### src/rtl/fwd_hazard_ctrl_pkg.sv
// Shared types for the EX-stage forwarding/hazard controller: operand-select encodings,
// shadow-pipeline slot record and controller state.
package fwd_hazard_ctrl_pkg;

    // Slots store the destination zero-extended to this width so the record stays fixed.
    localparam int SLOT_DST_W = 8;

    typedef enum logic [1:0] {
        FWD_REG   = 2'b00,
        FWD_EXMEM = 2'b01,
        FWD_MEMWB = 2'b10
    } fwd_sel_t;

    typedef struct packed {
        logic                  valid;
        logic [SLOT_DST_W-1:0] dst;
        logic                  wen;
        logic                  is_load;
    } slot_t;

    typedef enum logic {
        RUN   = 1'b0,
        STALL = 1'b1
    } state_t;

    function automatic slot_t bubble_slot();
        return '0;
    endfunction

endpackage

### src/rtl/fwd_hazard_ctrl_if.sv
// Decoder-facing bundle of the forwarding/hazard controller; master = decoder, slave = controller.
interface fwd_hazard_ctrl_if #(
    parameter int REG_ADDR_W = 5,
    parameter int CNT_W      = 16
);
    logic                  id_valid;
    logic [REG_ADDR_W-1:0] id_rs;
    logic [REG_ADDR_W-1:0] id_rt;
    logic                  id_rs_used;
    logic                  id_rt_used;
    logic [REG_ADDR_W-1:0] id_dst;
    logic                  id_wen;
    logic                  id_is_load;
    logic                  flush;
    logic                  stall;
    logic [1:0]            fwd_a;
    logic [1:0]            fwd_b;
    logic [CNT_W-1:0]      stall_count;

    modport master (
        output id_valid, id_rs, id_rt, id_rs_used, id_rt_used,
               id_dst, id_wen, id_is_load, flush,
        input  stall, fwd_a, fwd_b, stall_count
    );

    modport slave (
        input  id_valid, id_rs, id_rt, id_rs_used, id_rt_used,
               id_dst, id_wen, id_is_load, flush,
        output stall, fwd_a, fwd_b, stall_count
    );
endinterface

### src/rtl/fwd_hazard_ctrl_fwd_src_sel.sv
// Per-operand forwarding select: picks the most recent in-flight producer of one source register.
module fwd_src_sel
    import fwd_hazard_ctrl_pkg::*;
#(
    parameter int REG_ADDR_W = 5
) (
    input  logic [REG_ADDR_W-1:0] i_src,
    input  logic                  i_used,
    input  slot_t                 i_ex,
    input  slot_t                 i_mem,
    output fwd_sel_t              o_sel,
    output logic                  o_load_match
);

    logic [SLOT_DST_W-1:0] w_src_ext;
    logic                  w_src_live;
    logic                  w_ex_match;
    logic                  w_mem_match;

    // Register 0 is hardwired, so it never takes a forwarded value.
    assign w_src_ext   = SLOT_DST_W'(i_src);
    assign w_src_live  = i_used && (i_src != '0);
    assign w_ex_match  = w_src_live && i_ex.valid  && i_ex.wen  && (i_ex.dst  == w_src_ext);
    assign w_mem_match = w_src_live && i_mem.valid && i_mem.wen && (i_mem.dst == w_src_ext);

    always_comb begin
        o_sel = FWD_REG;
        if (w_ex_match) begin
            o_sel = FWD_EXMEM;
        end else if (w_mem_match) begin
            o_sel = FWD_MEMWB;
        end
    end

    assign o_load_match = w_ex_match && i_ex.is_load;

endmodule

### src/rtl/fwd_hazard_ctrl.sv
// Forwarding and load-use hazard controller beside the ID/EX register.
// Build macro FWD_HAZARD_FORWARD_EN enables operand forwarding; without it every dependency stalls.
module fwd_hazard_ctrl
    import fwd_hazard_ctrl_pkg::*;
#(
    parameter int REG_ADDR_W = 5,
    parameter int CNT_W      = 16
) (
    input  logic               clk,
    input  logic               reset,
    fwd_hazard_ctrl_if.slave   bus
);

    slot_t            r_ex;
    slot_t            r_mem;
    state_t           r_state;
    logic [CNT_W-1:0] r_count;

    fwd_sel_t w_sel_a;
    fwd_sel_t w_sel_b;
    logic     w_ld_a;
    logic     w_ld_b;
    logic     w_hazard;
    logic     w_stall;
    logic     w_ex_load;

    fwd_src_sel #(.REG_ADDR_W(REG_ADDR_W)) u_sel_a (
        .i_src        (bus.id_rs),
        .i_used       (bus.id_rs_used),
        .i_ex         (r_ex),
        .i_mem        (r_mem),
        .o_sel        (w_sel_a),
        .o_load_match (w_ld_a)
    );

    fwd_src_sel #(.REG_ADDR_W(REG_ADDR_W)) u_sel_b (
        .i_src        (bus.id_rt),
        .i_used       (bus.id_rt_used),
        .i_ex         (r_ex),
        .i_mem        (r_mem),
        .o_sel        (w_sel_b),
        .o_load_match (w_ld_b)
    );

`ifdef FWD_HAZARD_FORWARD_EN
    assign w_hazard = w_ld_a || w_ld_b;
`else
    // Load matches are a subset of slot matches; any in-flight producer blocks the consumer.
    assign w_hazard = (w_sel_a != FWD_REG) || (w_sel_b != FWD_REG) || w_ld_a || w_ld_b;
`endif

    assign w_stall   = bus.id_valid && !bus.flush && w_hazard;
    assign w_ex_load = bus.id_valid && !bus.flush && !w_stall;
    assign bus.stall = w_stall;

    always_ff @(posedge clk) begin
        if (reset) begin
            r_ex  <= bubble_slot();
            r_mem <= bubble_slot();
        end else begin
            r_mem <= r_ex;
            if (w_ex_load) begin
                r_ex <= '{valid:   1'b1,
                          dst:     SLOT_DST_W'(bus.id_dst),
                          wen:     bus.id_wen,
                          is_load: bus.id_is_load};
            end else begin
                r_ex <= bubble_slot();
            end
        end
    end

`ifdef FWD_HAZARD_FORWARD_EN
    logic [1:0] r_fwd_a;
    logic [1:0] r_fwd_b;

    always_ff @(posedge clk) begin
        if (reset || !w_ex_load) begin
            r_fwd_a <= FWD_REG;
            r_fwd_b <= FWD_REG;
        end else begin
            r_fwd_a <= w_sel_a;
            r_fwd_b <= w_sel_b;
        end
    end

    assign bus.fwd_a = r_fwd_a;
    assign bus.fwd_b = r_fwd_b;
`else
    assign bus.fwd_a = FWD_REG;
    assign bus.fwd_b = FWD_REG;
`endif

    // The count tracks cycles spent in STALL, saturating instead of wrapping.
    always_ff @(posedge clk) begin
        if (reset) begin
            r_state <= RUN;
            r_count <= '0;
        end else begin
            r_state <= w_stall ? STALL : RUN;
            if ((r_state == STALL) && (r_count != '1)) begin
                r_count <= r_count + CNT_W'(1);
            end
        end
    end

    assign bus.stall_count = r_count;

endmodule
### src/flat_wrapper.sv
// flat-port wrapper written by rule: the top's interface ports become plain ports
module fwd_hazard_ctrl_flat import fwd_hazard_ctrl_pkg::*;
#(
    parameter int REG_ADDR_W = 5,
    parameter int CNT_W      = 16
)
  (clk, reset, bus_id_valid, bus_id_rs, bus_id_rt, bus_id_rs_used, bus_id_rt_used, bus_id_dst, bus_id_wen, bus_id_is_load, bus_flush, bus_stall, bus_fwd_a, bus_fwd_b, bus_stall_count);
  fwd_hazard_ctrl_if #(.REG_ADDR_W(REG_ADDR_W), .CNT_W(CNT_W)) bus_i ();
  input  logic clk;
  input  logic reset;
  input wire logic [$bits(bus_i.id_valid)-1:0] bus_id_valid;
  input wire logic [$bits(bus_i.id_rs)-1:0] bus_id_rs;
  input wire logic [$bits(bus_i.id_rt)-1:0] bus_id_rt;
  input wire logic [$bits(bus_i.id_rs_used)-1:0] bus_id_rs_used;
  input wire logic [$bits(bus_i.id_rt_used)-1:0] bus_id_rt_used;
  input wire logic [$bits(bus_i.id_dst)-1:0] bus_id_dst;
  input wire logic [$bits(bus_i.id_wen)-1:0] bus_id_wen;
  input wire logic [$bits(bus_i.id_is_load)-1:0] bus_id_is_load;
  input wire logic [$bits(bus_i.flush)-1:0] bus_flush;
  output wire logic [$bits(bus_i.stall)-1:0] bus_stall;
  output wire logic [$bits(bus_i.fwd_a)-1:0] bus_fwd_a;
  output wire logic [$bits(bus_i.fwd_b)-1:0] bus_fwd_b;
  output wire logic [$bits(bus_i.stall_count)-1:0] bus_stall_count;
  assign bus_i.id_valid = bus_id_valid;
  assign bus_i.id_rs = bus_id_rs;
  assign bus_i.id_rt = bus_id_rt;
  assign bus_i.id_rs_used = bus_id_rs_used;
  assign bus_i.id_rt_used = bus_id_rt_used;
  assign bus_i.id_dst = bus_id_dst;
  assign bus_i.id_wen = bus_id_wen;
  assign bus_i.id_is_load = bus_id_is_load;
  assign bus_i.flush = bus_flush;
  assign bus_stall = bus_i.stall;
  assign bus_fwd_a = bus_i.fwd_a;
  assign bus_fwd_b = bus_i.fwd_b;
  assign bus_stall_count = bus_i.stall_count;
  fwd_hazard_ctrl #(.REG_ADDR_W(REG_ADDR_W), .CNT_W(CNT_W)) u_core (.clk(clk), .reset(reset), .bus(bus_i));
endmodule
### config.mk
export PLATFORM = sky130hd
export DESIGN_NAME = fwd_hazard_ctrl_flat
export DESIGN_NICKNAME = d
export VERILOG_FILES = /design/src/rtl/fwd_hazard_ctrl_pkg.sv /design/src/rtl/fwd_hazard_ctrl_if.sv /design/src/rtl/fwd_hazard_ctrl_fwd_src_sel.sv /design/src/rtl/fwd_hazard_ctrl.sv /design/src/flat_wrapper.sv
export SDC_FILE = /design/constraint.sdc
export NUM_CORES = 1
export LEC_CHECK = 0
export ABC_AREA = 1
export CORE_MARGIN = 8
export CORE_UTILIZATION = 35
export DETAILED_ROUTE_END_ITERATION = 10
export HOLD_SLACK_MARGIN = 0.1
export PLACE_DENSITY = 0.66
export SLEW_MARGIN = 20
export SYNTH_ARGS = -nofsm -noshare
export SYNTH_HDL_FRONTEND = slang
export SYNTH_SLANG_ARGS = --single-unit
export TNS_END_PERCENT = 5
### constraint.sdc
create_clock -name clk -period 1.9 [get_ports clk]
set_clock_uncertainty 0.05 [all_clocks]
set_input_delay 0.38 -clock clk [delete_from_list [all_inputs] [get_ports clk]]
set_output_delay 0.38 -clock clk [all_outputs]
set_load 0.05 [all_outputs]
==> impl_metrics.env <==
export IMPL_cp_slowest_cell="clkdlybuf4s15_2"
export IMPL_overflow=0
export IMPL_critical_path_cell_count=12
export IMPL_grt_max_degree=22
export IMPL_ant_nets=0
export IMPL_clockBufferDepth=2
export IMPL_p_int_mw=0.966
export IMPL_dieHeight_microns=88.4
export IMPL_powerDensity_nw_per_um2=535
export IMPL_numCtsBuffers=5
export IMPL_drtPass1Iterations=4
export IMPL_crit_path_max_fanout=2
export IMPL_clockPowerShare_pct=38.1
export IMPL_p_leak_nw=1.12
export IMPL_cp_top_family="simple AND/OR/NAND/NOR gates"
export IMPL_finalWeightedCongestion=0.857
export IMPL_synth_top_family_by_area="simple AND/OR/NAND/NOR gates"
export IMPL_wl_per_cell_microns=11.0
export IMPL_cts_tree="done"
export IMPL_stdcell_area_sq_um=2420
export IMPL_status="finished, final reports clean"
export IMPL_crit_end="bus_stall"
export IMPL_cts_htree_levels=2
export IMPL_setup_viol=0
export IMPL_antenna_found_initial=0
export IMPL_multi_input_comb_area_sq_um=1030
export IMPL_wl_mm=4.60
export IMPL_synth_area_leader_cell="dfxtp_1"
export IMPL_pin_count=44
export IMPL_synth_simple_gate_area_share_pct=40.6
export IMPL_cts_num_sinks=31
export IMPL_cp_common_cell="nand2_2"
export IMPL_worstPathArrival_ps=1460
export IMPL_synth_xor_area_share_pct=4.29
export IMPL_synth_fa_ha_area_share_pct=0.682
export IMPL_hpwlAfterDp_mm=3.59
export IMPL_grt_pass1_wl_mm=7.67
export IMPL_drc=0
export IMPL_seqPwrFrac_pct=51.1
export IMPL_synthMuxAreaShare_pct=0
export IMPL_synthTopCellsByArea="dfxtp_1 (34%), nand2_1 (22%), inv_1 (9.4%)"
export IMPL_nNetsFinal=371
export IMPL_fmax_mhz=529
export IMPL_avgSynthCellArea_sq_um=6.18
export IMPL_crit_start="bus_id_rt[1]"
export IMPL_critPathCaptureType="output pin"
export IMPL_syn_area_sq_um=1840
export IMPL_power_frac_comb_pct=10.7
export IMPL_critical_path_required_ps=1470
export IMPL_grt_pass1_vias=1751
export IMPL_path_clk_slew_ps=60
export IMPL_numPortBuffers=38
export IMPL_yosysUniqueCellTypes=24
export IMPL_yosys_warnings=0
export IMPL_hold_viol=0
export IMPL_rrSetupSlack_ps=260
export IMPL_timing_rr_start="u_core.bus.stall_count[0]"
export IMPL_drt_vias_per_instance=4.46
export IMPL_antennaDiodeCount=0
export IMPL_slowest_delay_ps=200
export IMPL_num_rows=26
export IMPL_min_from="u_core.r_ex[10]"
export IMPL_crit_type="in2out"
export IMPL_seq_area_frac_synth_pct=33.8
export IMPL_vdd_ir_drop_max_uv=296
export IMPL_p_switching_mw=0.331
export IMPL_cap_violations=0
export IMPL_dpl_cell_area_sq_um=2290
export IMPL_syn_inst=297
export IMPL_dr_first_iter_drc_count=41
export IMPL_root_buffer="clkbuf_8"
export IMPL_ys_seq_elements=31
export IMPL_cp_start_kind="input port"
export IMPL_regArea_sq_um=639
export IMPL_cts_hold_buf=0
export IMPL_hold_class="reg2reg"
export IMPL_synth_compound_area_share_pct=7.50
export IMPL_vias=1866
export IMPL_drive_above_1_share_pct=28.4
export IMPL_clock_insertion_delay_worst_skew_ps=280
export IMPL_area_growth_pct=32.0
export IMPL_core_sq_um=5070
export IMPL_tns_ps=0
export IMPL_critPathBufInv=4
export IMPL_fin_crit_sh_pct=99.6
export IMPL_slew_viol_final=0
export IMPL_grt_usage_pct=12.5
export IMPL_yosysTopAreaCellShare_pct=33.8
export IMPL_dieArea_sq_um=7820
export IMPL_initial_core_util_pct=36.2
export IMPL_rsz0062_at_grt="yes"
export IMPL_fill_cells=546
export IMPL_rr_endpoint="u_core.bus.stall_count[7]"
export IMPL_path_cells="clkdlybuf4s15_2 -> buf_6 -> nand2_2 -> nand2_1 -> nor2_1 -> nand3_1 -> nand2_1 -> nand2_2 -> nand2_2 -> inv_2 -> nor2_4 -> buf_12"
export IMPL_final_min_clock_period_ps=1890
export IMPL_switching_share_pct=25.5
export IMPL_fp_dieW_microns=88.4
export IMPL_r2r_cells=8
==> metal layers <==
layer  vias to the layer above  wire length [microns]  global-route usage, %
met5                         -                      0                      0
met4                         0                     60                   4.61
met3                         7                    276                   4.18
met2                        46                   2220                   21.2
met1                       825                   2040                   14.1
li1                        988                      -                      -
==> synthesized netlist by cell type <==
master / n
nor2_2: 2
nor2_1: 44
xnor2_1: 4
nand2_1: 110
buf_1: 1
clkbuf_1: 1
and2_1: 1
nand3_2: 2
ha_1: 1
nand4_1: 5
nand2_4: 1
nor3_1: 3
conb_1: 1
buf_6: 2
a21oi_2: 10
dfxtp_1: 31
nand3_1: 11
a21oi_1: 3
xor2_1: 5
nor3_4: 1
inv_2: 1
inv_1: 46
o21ai_0: 7
buf_4: 4
==> worst reg2reg max path, delay by kind of cell, from the launching register on <==
kind | cells | cell delay, ps
compound gates | 1 | 50
fa+ha+maj | 1 | 230
flops | 1 | 370
simple gates | 5 | 670
buf+inv | 1 | 160
==> power by group through the flow <==
stage,registers [mW],clock network (mW),logic [mW]
floorplan,0.674,0,0.0779
global placement,0.676,0,0.139
detailed placement,0.676,0,0.138
CTS,0.663,0.512,0.137
global route,0.664,0.543,0.154
finish,0.663,0.495,0.139
==> state kept, by name, indices dropped and copies added, names as in the netlist <==
register,cells
u_core.r_state,1
u_core.bus.stall_count,16
u_core.r_ex,7
u_core.r_mem,7
==> how the worst min path moves through the flow <==
stage                        to  cells past startpoint
5_1_grt        u_core.r_mem[10]                      2
6_report       u_core.r_mem[10]                      2
3_5_place_dp   u_core.r_mem[10]                      2
4_1_cts        u_core.r_mem[10]                      2
2_1_floorplan   u_core.r_mem[1]                      2
3_3_place_gp   u_core.r_mem[10]                      2
==> placed cells by master (no fill, tap or decap), drive strengths merged <==
cell / instances
clkinv: 3
clkdlybuf4s50: 11
nand4: 5
nand3: 13
nor3: 4
and2: 1
buf: 28
nor2: 46
clkbuf: 8
clkdlybuf4s15: 5
dfxtp: 31
xnor2: 4
o21ai: 7
a21oi: 13
dlygate4sd2: 1
ha: 1
inv: 47
xor2: 5
nand2: 111
conb: 4
==> layout make-up <==
cell class	count	area share, %
Sequential cell	31	26.4
Clock inverter	3	0.620
Tap cell	70	3.61
Clock buffer	5	2.84
Inverter	47	7.28
Timing Repair Buffer	48	16.9
Multi-Input combinational cell	214	42.4
==> through the flow <==
step                      cells  hold slack (ps)  utilization, %  power (mW)  setup slack [ps]
after floorplan             300              353               -       0.752             -51.4
after CTS                   417              378            47.5        1.31             -32.1
after detailed placement    408              364            45.1       0.814              -407
after global routing        418              394            47.8        1.36             -98.3
after global placement      408              358            45.1       0.815              -410
final                       418              373            47.8        1.30              8.21
==> cells by family (layout without fill, tap and decap cells) <==
kind of cell,count (synthesis),after routing
flops,31,31
other cells,1,4
buf+inv,55,103
simple gates,180,180
xor+xnor,9,9
compound gates,20,20
fa+ha+maj,1,1
==> timing repair <==
action,4_1_cts,5_1_grt
buffers inserted,1,1
gates resized for setup,52,18
endpoints found under the setup margin,1,1
pin swaps,21,16
Power figures use the tool's default switching activity.
==> RTL change (same flow settings) <==
Add a define of `FWD_HAZARD_FORWARD_EN`.
--- a/src/rtl/fwd_hazard_ctrl.sv
+++ b/src/rtl/fwd_hazard_ctrl.sv
@@ -1,5 +1,7 @@
 // Forwarding and load-use hazard controller beside the ID/EX register.
 // Build macro FWD_HAZARD_FORWARD_EN enables operand forwarding; without it every dependency stalls.
+`define FWD_HAZARD_FORWARD_EN
+
 module fwd_hazard_ctrl
     import fwd_hazard_ctrl_pkg::*;
 #(
Check against the original RTL: not equivalent (a bounded check fails within 4 cycles, from zero or initial values and one cycle with reset high).
==> RTL change against the original RTL <==
  * Highest routed layer unchanged
  * Core utilization is 5.5 points higher
  * Wire length rose by 20%
  * Sequential cell count is 5 higher
  * The flow now finishes with violations (negative setup slack)
  * Worst setup slack worse by 85 ps
  * Design area rose by 20%
  * Critical path type is now reg2out
  * Global-route usage grew 1.2 points
  * Register-to-register slack lost 330 ps
  * Synthesized cell count down 0.34%
  * Area after synthesis grew 6.5%
  * Total power rose by 19%
==> RTL change: results (changes against the original RTL) <==
Clocking:
- The clock input transition at the sequential cells of the worst setup and hold paths came to 80 ps (+20 ps).
- The post-cts resize count is 36 (-31%).
- The number of buffers added for setup after CTS is 20 (+19).

Outcome:
- The flow ran to the end, but the final reports show violations.
- The final reports fail on negative setup slack.

Synthesis:
- Ranked by instance count, the synthesized netlist is headed by nand2_1, nor2_1, inv_1, dfxtp_1, nand3_1.
- The distinct cell type count after synthesis is 26 (+8.3%).
- Sorting the synthesized cells by area gives the leading types as dfxtp_1, nand2_1, nor2_1.
- The register area share after synthesis is 36.85% (+3.0 points).

Placed design:
- The placed cell count was 426 (+4.4%).
- The HPWL after detailed placement is 3.887 mm (+8.4%).
- The routability-driven placement congestion ratio is 0.8640 (+0.86%).
- The worst setup slack after placement is -455.4 ps (-48.22 ps).

Pwr:
- The sequential power share is 49.8% (-1.3 points).
- The switching power share of the total was 25.17% (-0.36 points).
- The reported leakage power is 0.001277 uW (+14%).
- The worst ir drop on vdd is 0.0003438 V (+16%).

Worst setup path:
- In this run the critical register-to-register path is captured at u_core.bus.fwd_a[0].
- The peak fanout along the critical path is 3 (+1).
- The setup slack of the most critical reg-to-reg path was -70 ps (-330 ps).
- The start point of the critical path is u_core.r_ex[2].
- The logic depth of the worst register-to-register path is 16 (+8).

Timing:
- The worst-case setup margin in the final layout came to -76.30 ps (-84.51 ps).
- The total negative setup slack is -149.9 ps (-149.9 ps).
- The number of setup violations in the final report is 2 (+2).

Layout:
- The fraction of final layout cells with drive strength greater than 1 is 30.47% (+2.0 points).
- The total number of nets in the final design is 407 (+9.7%).
- The number of inserted filler cells in the final layout is 502 (-8.1%).

Routing:
- The average vias per placed instance is 4.471 (+0.17%).
- The total detailed-routing wirelength was 5.501 mm (+20%).
- The average wire per standard cell came to 12.06 um (+9.7%).
- The count of routing violations after the opening detailed-route iteration is 160 (+290%).
- The number of iterations in the first detailed-routing pass is 6 (+2).

GRT:
- The overall track demand over capacity in global routing is 13.66% (+1.2 points).
- The wire length of the first global-routing pass is 9.287 mm (+21%).
- The number of global-route vias before repair is 1,978 (+13%).

Hold path:
- The hold path endpoint is u_core.r_mem[1].
- In this run the most critical hold path is launched from u_core.r_ex[1].
[RTL change: cell types whose count changed in the layout (fill, tap and decap cells not counted), moves of 5 or more]
cell / change
buf_4: +31
xnor2_1: +7
nand2_1: -16
nand4_1: +5
inv_2: -7
nand2_2: -5
dfxtp_1: +13
dfxtp_2: -9
inv_1: +8
dlygate4sd2_1: +7
[RTL change: cells by family after synthesis]
logic type | Yosys count | synth area share (%)
AND/OR/NAND/NOR | 170 | 37.17
buffers and inverters | 52 | 10.75
flip-flops | 36 | 36.85
AO/OA/AOI/OAI | 21 | 7.421
XOR/XNOR | 16 | 7.165
adder cells (fa/ha/maj) | 1 | 0.6397
[RTL change: area by class of cell]
cell class	count	area, um^2	area share, %
Clock buffer	6	82.58	2.850
Clock inverter	2	15.01	0.5181
Inverter	48	180.2	6.218
Multi-Input combinational cell	208	1095	37.78
Sequential cell	36	732.0	25.26
Tap cell	72	90.09	3.109
Timing Repair Buffer	84	703.2	24.27
[RTL change: stage by stage]
| step | power (uW) | hold WS [ps] | instance area [um^2] |
|---|---|---|---|
| 5_1_grt | 1604 | 408.1 | 2898 |
| 6_report | 1540 | 391.2 | 2898 |
| 3_3_place_gp | 930.1 | 380.8 | 2552 |
| 2_1_floorplan | 841.3 | 366.5 | 1959 |
| 4_1_cts | 1541 | 391.9 | 2839 |
| 3_5_place_dp | 930.7 | 382.8 | 2552 |
[RTL change: critical path: stages, from the launching register on]
cell and delay [ps]:
dfxtp_2 370, inv_2 70, nand2_2 80, inv_2 40, nor2_2 70, nand2_1 90, nor2_4 110, nand3_4 90
a21oi_4 180, buf_12 150
[RTL change: layer usage]
layer	routed length (um)	share of wire [%]	track usage (%)
met1	2532	46	16.59
met3	233	4.2	2.577
met4	80	1.5	5.270
met5	0	0	0
met2	2654	48	23.08
